### config.mk
export PLATFORM = sky130hd
export DESIGN_NAME = dmem_responder
export DESIGN_NICKNAME = d
export VERILOG_FILES = /design/src/rtl/dmem_pkg.sv /design/src/rtl/dmem_rd_timer.sv /design/src/rtl/dmem_responder.sv
export SDC_FILE = /design/constraint.sdc
export NUM_CORES = 1
export LEC_CHECK = 0
export CELL_PAD_IN_SITES_DETAIL_PLACEMENT = 1
export CELL_PAD_IN_SITES_GLOBAL_PLACEMENT = 2
export CORE_MARGIN = 2
export CORE_UTILIZATION = 21
export CTS_CLUSTER_SIZE = 20
export DETAILED_ROUTE_END_ITERATION = 7
export PLACE_DENSITY = 0.83
export SLEW_MARGIN = 20
export SYNTH_ARGS = -nofsm -noshare
export SYNTH_HDL_FRONTEND = slang
export SYNTH_SLANG_ARGS = --single-unit
### constraint.sdc
create_clock -name clk -period 1.58 [get_ports clk]
set_input_delay 0.237 -clock clk [delete_from_list [all_inputs] [get_ports clk]]
set_output_delay 0.237 -clock clk [all_outputs]
set_load 0.02 [all_outputs]
### src/rtl/dmem_pkg.sv
// Shared types and defaults for the MEM-stage data-memory responder.
// The error-check build option is selected by defining DMEM_ERR_CHECK_EN.
package dmem_pkg;

    typedef enum logic [1:0] {
        IDLE    = 2'd0,
        RD_WAIT = 2'd1,
        RESP    = 2'd2
    } dmem_state_t;

    localparam int DMEM_DATA_W     = 32;
    localparam int DMEM_ADDR_W     = 32;
    localparam int DMEM_MEM_DEPTH  = 1024;
    localparam int DMEM_RD_LAT_MIN = 1;
    localparam int DMEM_RD_LAT_MAX = 3;

    // Out-of-range latencies are pulled to the nearest supported value.
    function automatic int clamp_rd_latency(input int lat);
        if (lat < DMEM_RD_LAT_MIN) return DMEM_RD_LAT_MIN;
        if (lat > DMEM_RD_LAT_MAX) return DMEM_RD_LAT_MAX;
        return lat;
    endfunction

endpackage

### src/rtl/dmem_rd_timer.sv
// Loadable down-counter that times the RAM read latency; done is high at zero.
module dmem_rd_timer #(
    parameter int W = 1
) (
    input  logic         clk,
    input  logic         rst,
    input  logic         load,
    input  logic [W-1:0] load_val,
    input  logic         dec,
    output logic [W-1:0] cnt,
    output logic         done
);

    always_ff @(posedge clk or negedge rst) begin
        if (!rst) begin
            cnt <= '0;
        end else if (load) begin
            cnt <= load_val;
        end else if (dec && (cnt != '0)) begin
            cnt <= cnt - 1'b1;
        end
    end

    assign done = (cnt == '0);

endmodule

### src/rtl/dmem_responder.sv
// Responder end of the MEM-stage data-memory interface; hides synchronous RAM read latency.
// Define DMEM_ERR_CHECK_EN to fault misaligned and out-of-range accesses.
module dmem_responder
    import dmem_pkg::*;
#(
    parameter int DATA_W     = DMEM_DATA_W,
    parameter int ADDR_W     = DMEM_ADDR_W,
    parameter int MEM_DEPTH  = DMEM_MEM_DEPTH,
    parameter int RD_LATENCY = 1
) (
    input  logic                         clk,
    input  logic                         rst,
    input  logic                         req_valid,
    output logic                         req_ready,
    input  logic                         req_we,
    input  logic [ADDR_W-1:0]            req_addr,
    input  logic [DATA_W-1:0]            req_wdata,
    output logic                         rsp_valid,
    input  logic                         rsp_ready,
    output logic [DATA_W-1:0]            rsp_rdata,
    output logic                         rsp_err,
    output logic [$clog2(MEM_DEPTH)-1:0] ram_addr,
    output logic [DATA_W-1:0]            ram_data,
    output logic                         ram_wren,
    input  logic [DATA_W-1:0]            ram_q,
    output dmem_state_t                  dbg_state
);

    localparam int AW  = $clog2(MEM_DEPTH);
    localparam int LAT = clamp_rd_latency(RD_LATENCY);
    localparam int CW  = $clog2(LAT + 1);

    // Both handshakes: a transfer occurs on a rising edge where valid and ready are
    // both high; the sender holds its payload stable while valid is high and ready low.

    dmem_state_t   state, state_nxt;
    logic          accept;
    logic          fault;
    logic          timer_load;
    logic          timer_done;
    logic [AW-1:0] word_idx;
    logic [CW-1:0] timer_cnt_unused;

    assign word_idx  = req_addr[2 +: AW];
    assign accept    = req_valid & req_ready;
    assign dbg_state = state;

`ifdef DMEM_ERR_CHECK_EN
    logic [ADDR_W-1:0] word_num;
    assign word_num = req_addr >> 2;
    assign fault    = (req_addr[1:0] != 2'b00) || (word_num >= ADDR_W'(MEM_DEPTH));
`else
    // Byte offset and bits above the RAM index are dropped, so addresses wrap.
    logic addr_unused;
    assign addr_unused = ^{req_addr[1:0], req_addr[ADDR_W-1:2+AW]};
    assign fault       = 1'b0;
`endif

    dmem_rd_timer #(.W(CW)) u_rd_timer (
        .clk      (clk),
        .rst      (rst),
        .load     (timer_load),
        .load_val (CW'(LAT - 1)),
        .dec      (state == RD_WAIT),
        .cnt      (timer_cnt_unused),
        .done     (timer_done)
    );

    always_comb begin
        state_nxt  = state;
        timer_load = 1'b0;
        case (state)
            IDLE: begin
                if (accept) begin
                    if (req_we || fault) begin
                        state_nxt = RESP;
                    end else begin
                        state_nxt  = RD_WAIT;
                        timer_load = 1'b1;
                    end
                end
            end
            RD_WAIT: if (timer_done) state_nxt = RESP;
            RESP:    if (rsp_ready) state_nxt = IDLE;
            default: state_nxt = IDLE;
        endcase
    end

    always_ff @(posedge clk or negedge rst) begin
        if (!rst) begin
            state     <= IDLE;
            req_ready <= 1'b1;
            rsp_valid <= 1'b0;
            rsp_rdata <= '0;
            rsp_err   <= 1'b0;
            ram_addr  <= '0;
            ram_data  <= '0;
            ram_wren  <= 1'b0;
        end else begin
            state     <= state_nxt;
            req_ready <= (state_nxt == IDLE);
            rsp_valid <= (state_nxt == RESP);
            ram_wren  <= 1'b0;
            if ((state == IDLE) && accept) begin
                rsp_rdata <= '0;
                rsp_err   <= fault;
                if (!fault) begin
                    ram_addr <= word_idx;
                    if (req_we) begin
                        ram_data <= req_wdata;
                        ram_wren <= 1'b1;
                    end
                end
            end
            // Read data is sampled on the edge that leaves RD_WAIT.
            if ((state == RD_WAIT) && timer_done) begin
                rsp_rdata <= ram_q;
            end
        end
    end

endmodule
==> summary.txt <==
Status
  – Status: finished, final reports clean

Power and ir drop
  – Switching Share: 33.5%
  – Peak VDD IR: 0.000783 V
  – Power Density: 2140 mW/mm2
  – Seq pwr share: 31.5%
  – Gate power share: 46.5%
  – Pleak: roughly 2.8 nW
  – P_int: 0.00768 W
  – Clock share of power: a little over a fifth
  – Psw: just under 0.004 W
  – Total power: roughly 0.012 W

Setup path
  – Cell Chain, Critical Path: clkdlybuf4s50_1
  – Max incr delay on CP: 620 ps
  – CP required: approximately 1300 ps
  – Setup crit start: ram_data[0]
  – Nature of the critical path endpoint: output pin
  – Reg2reg end: ram_data[22]
  – Critical Path Slowest Stage Cell: clkdlybuf4s50_1
  – Reg-to-reg setup timing slack: 70 ps
  – Worst R2R Path Depth: 4
  – Critical R2R Launch: req_ready
  – Arrival @ worst endpoint: 1310 ps
  – Crit path max-delay family: buffers and inverters
  – Crit start category: flip-flop
  – Critical Path Stages: 1
  – Worst Path Max Fanout: 2
  – Crit path kind: flip-flop to output pin
  – Bufs and invs on worst path: 1
  – Worst setup path endpoint: ram_data[0]

Drt
  – Via Count: 2258
  – DR vias/cell: 4.14
  – Initial drt markers: 35
  – Remaining routing DRC violations: 0
  – Routed WL: 8.87 mm
  – Routed WL per cell: about 16 um
  – Post-route ant nets: 0
  – TritonRoute pass-1 iters: 3

Clocking
  – CTS Buf Count: 9
  – Bufs on Longest Clock Path: 2
  – Clk_lat worst skew: ~330 ps
  – Root Driver: clkbuf_16
  – CTS tree: yes
  – Clock Sinks: 80
  – Worst-path clk slew: around 70 ps
  – H-tree Lvls: 3

Logic synthesis
  – Mapped Area: 0.00307 mm2
  – Number of enable flip-flop cells after synthesis: 0
  – Post-Syn Nets: 288
  – Post-synthesis sequential area ratio: 65.3%
  – Syn Inst Count: around 190
  – Distinct cells, synth: 23
  – Yosys synthesis warning count: 0
  – Post-synth top flop: dfrtp_1
  – FF+latch count, synth: 80
  – Async set-reset flop share out of synthesis: between 90% and 100%
  – Syn Area/Cell: 16.4 um2

Job
  – Max_cap viols: 0

Global route
  – Grt total ovfl: 0
  – Largest net degree at the start of global routing: 35
  – Global-route wire length before repair: 14.0 mm
  – Gr usage total: 11.4%
  – Antenna violations before repair: 0
  – Vias in the first global route: 2517

Layout
  – Synth-to-Final Area Change: 76.1%
  – Nets: 458
  – Commonest non-fill, non-tap cell in the layout: clkdlybuf4s50_1
  – Fraction of layout cells with a size suffix above 1: 21.3%
  – N_diodes: 0
  – Fillers: 1524
  – Commonest non-fill, non-tap cells in the layout: clkdlybuf4s50_1, dfrtp_1, dlymetal6s2s_1

STA
  – Final Hold Viols: 0
  – Max-slew violations: 0
  – Tcrit/Tclk final: between 90% and 100%
  – Setup TNS: 0 ps
  – Fmax achieved: 0.646 GHz
  – Skew final: 8.97 ps
  – Fin crit period: 1550 ps
  – Final setup violation count: 0

Floorplanning
  – Die Y: 125 um
  – Num rows: 44
  – I/O pin count: 181
  – Core area: 0.0144 mm2
  – Die Wd: 125 um
  – Die area: 0.0156 mm2
  – Initial core utilization: 21.3%

Worst hold path
  – Min-delay worst type: input pin to asynchronous set/reset pin

Placed design
  – Buffers on Ports: 157
  – Dpl hpwl: between 6 and 7 mm
  – Final Wtd Congestion: 0.709
## power by group through the flow
| stage | registers [W] | clock network [W] | logic (W) |
|---|---|---|---|
| detailed placement | 0.00366 | 0 | 0.00555 |
| global route | 0.00378 | 0.00274 | 0.00564 |
| floorplan | 0.00487 | 0 | 0.00153 |
| finish | 0.00364 | 0.00254 | 0.00537 |
| global placement | 0.00365 | 0 | 0.00543 |
| CTS | 0.00367 | 0.00264 | 0.00553 |
## cell usage after synthesis (2+ instances only)
cell type  count  share of area, %
clkbuf_1       3              0.37
mux2_4        27                13
nand2_1        4              0.49
buf_2          5              0.82
nor2_1         2              0.24
a21oi_1        4              0.65
buf_6          3               1.1
a22o_1        32               9.1
mux2_2        15               5.5
dfrtp_1       79                64
## worst min path at each step
stage	startpoint	end	slack (ps)
floorplan	rst	dbg_state[0]	-60
finish	rst	ram_addr[3]	350
global placement	rst	ram_data[10]	140
global route	rst	rsp_rdata[4]	360
CTS	rst	ram_addr[3]	350
detailed placement	rst	ram_data[6]	150
## state kept, by name (all words and copies together) (netlist names)
name and flops:
u_rd_timer.cnt 1, ram_data 32, req_ready 1, rsp_rdata 32
rsp_valid 1, ram_addr 10, dbg_state 2, ram_wren 1
## metal layers
layer  wire, um  GRT usage [%]
met1       3670           13.7
met2       4710           19.9
met5          0              0
met4        178           5.49
met3        323           1.80
## through the flow
stage	hold slack [ps]	instances	utilization, %	setup slack (ps)	area, um2
floorplan	-58.6	187	-	19.9	3080
global placement	143	529	34.3	-106	4940
detailed placement	148	529	34.3	-121	4940
CTS	349	546	36.8	0.361	5320
global route	359	546	37.4	-4.07	5400
finish	351	546	37.4	31.8	5400
## logic make-up (layout without fill, tap and decap cells)
logic type             count (synthesis)  count (layout)  synth area share [%]
AND/OR/NAND/NOR                       12              12                  2.57
multiplexers                          42              42                  18.7
buffers and inverters                 13             188                  2.65
AO/OA/AOI/OAI                         39              39                  10.6
flip-flops                            80              80                  65.3
other                                  1               1                 0.122
## repair_timing
item | CTS | global route
hold buffers | 1 | 0
hold endpoints to repair | 20 | 0
cloned | 0 | 0
pin swaps | 0 | 0
resized for setup | 4 | 34
setup buffers | 0 | 0
setup endpoints to repair | 4 | 34
## cell type report
type                       instances  area (um2)  area share (%)
multi-input combinational         94         988            18.3
timing repair buffer             171        1810            33.5
tap                              184         230            4.26
sequential                        80        2000            37.1
clock buffer                       9         225            4.17
clock inverter                     7         141            2.62
inverter                           1        3.75          0.0695
(Power assumes the default switching activity.)
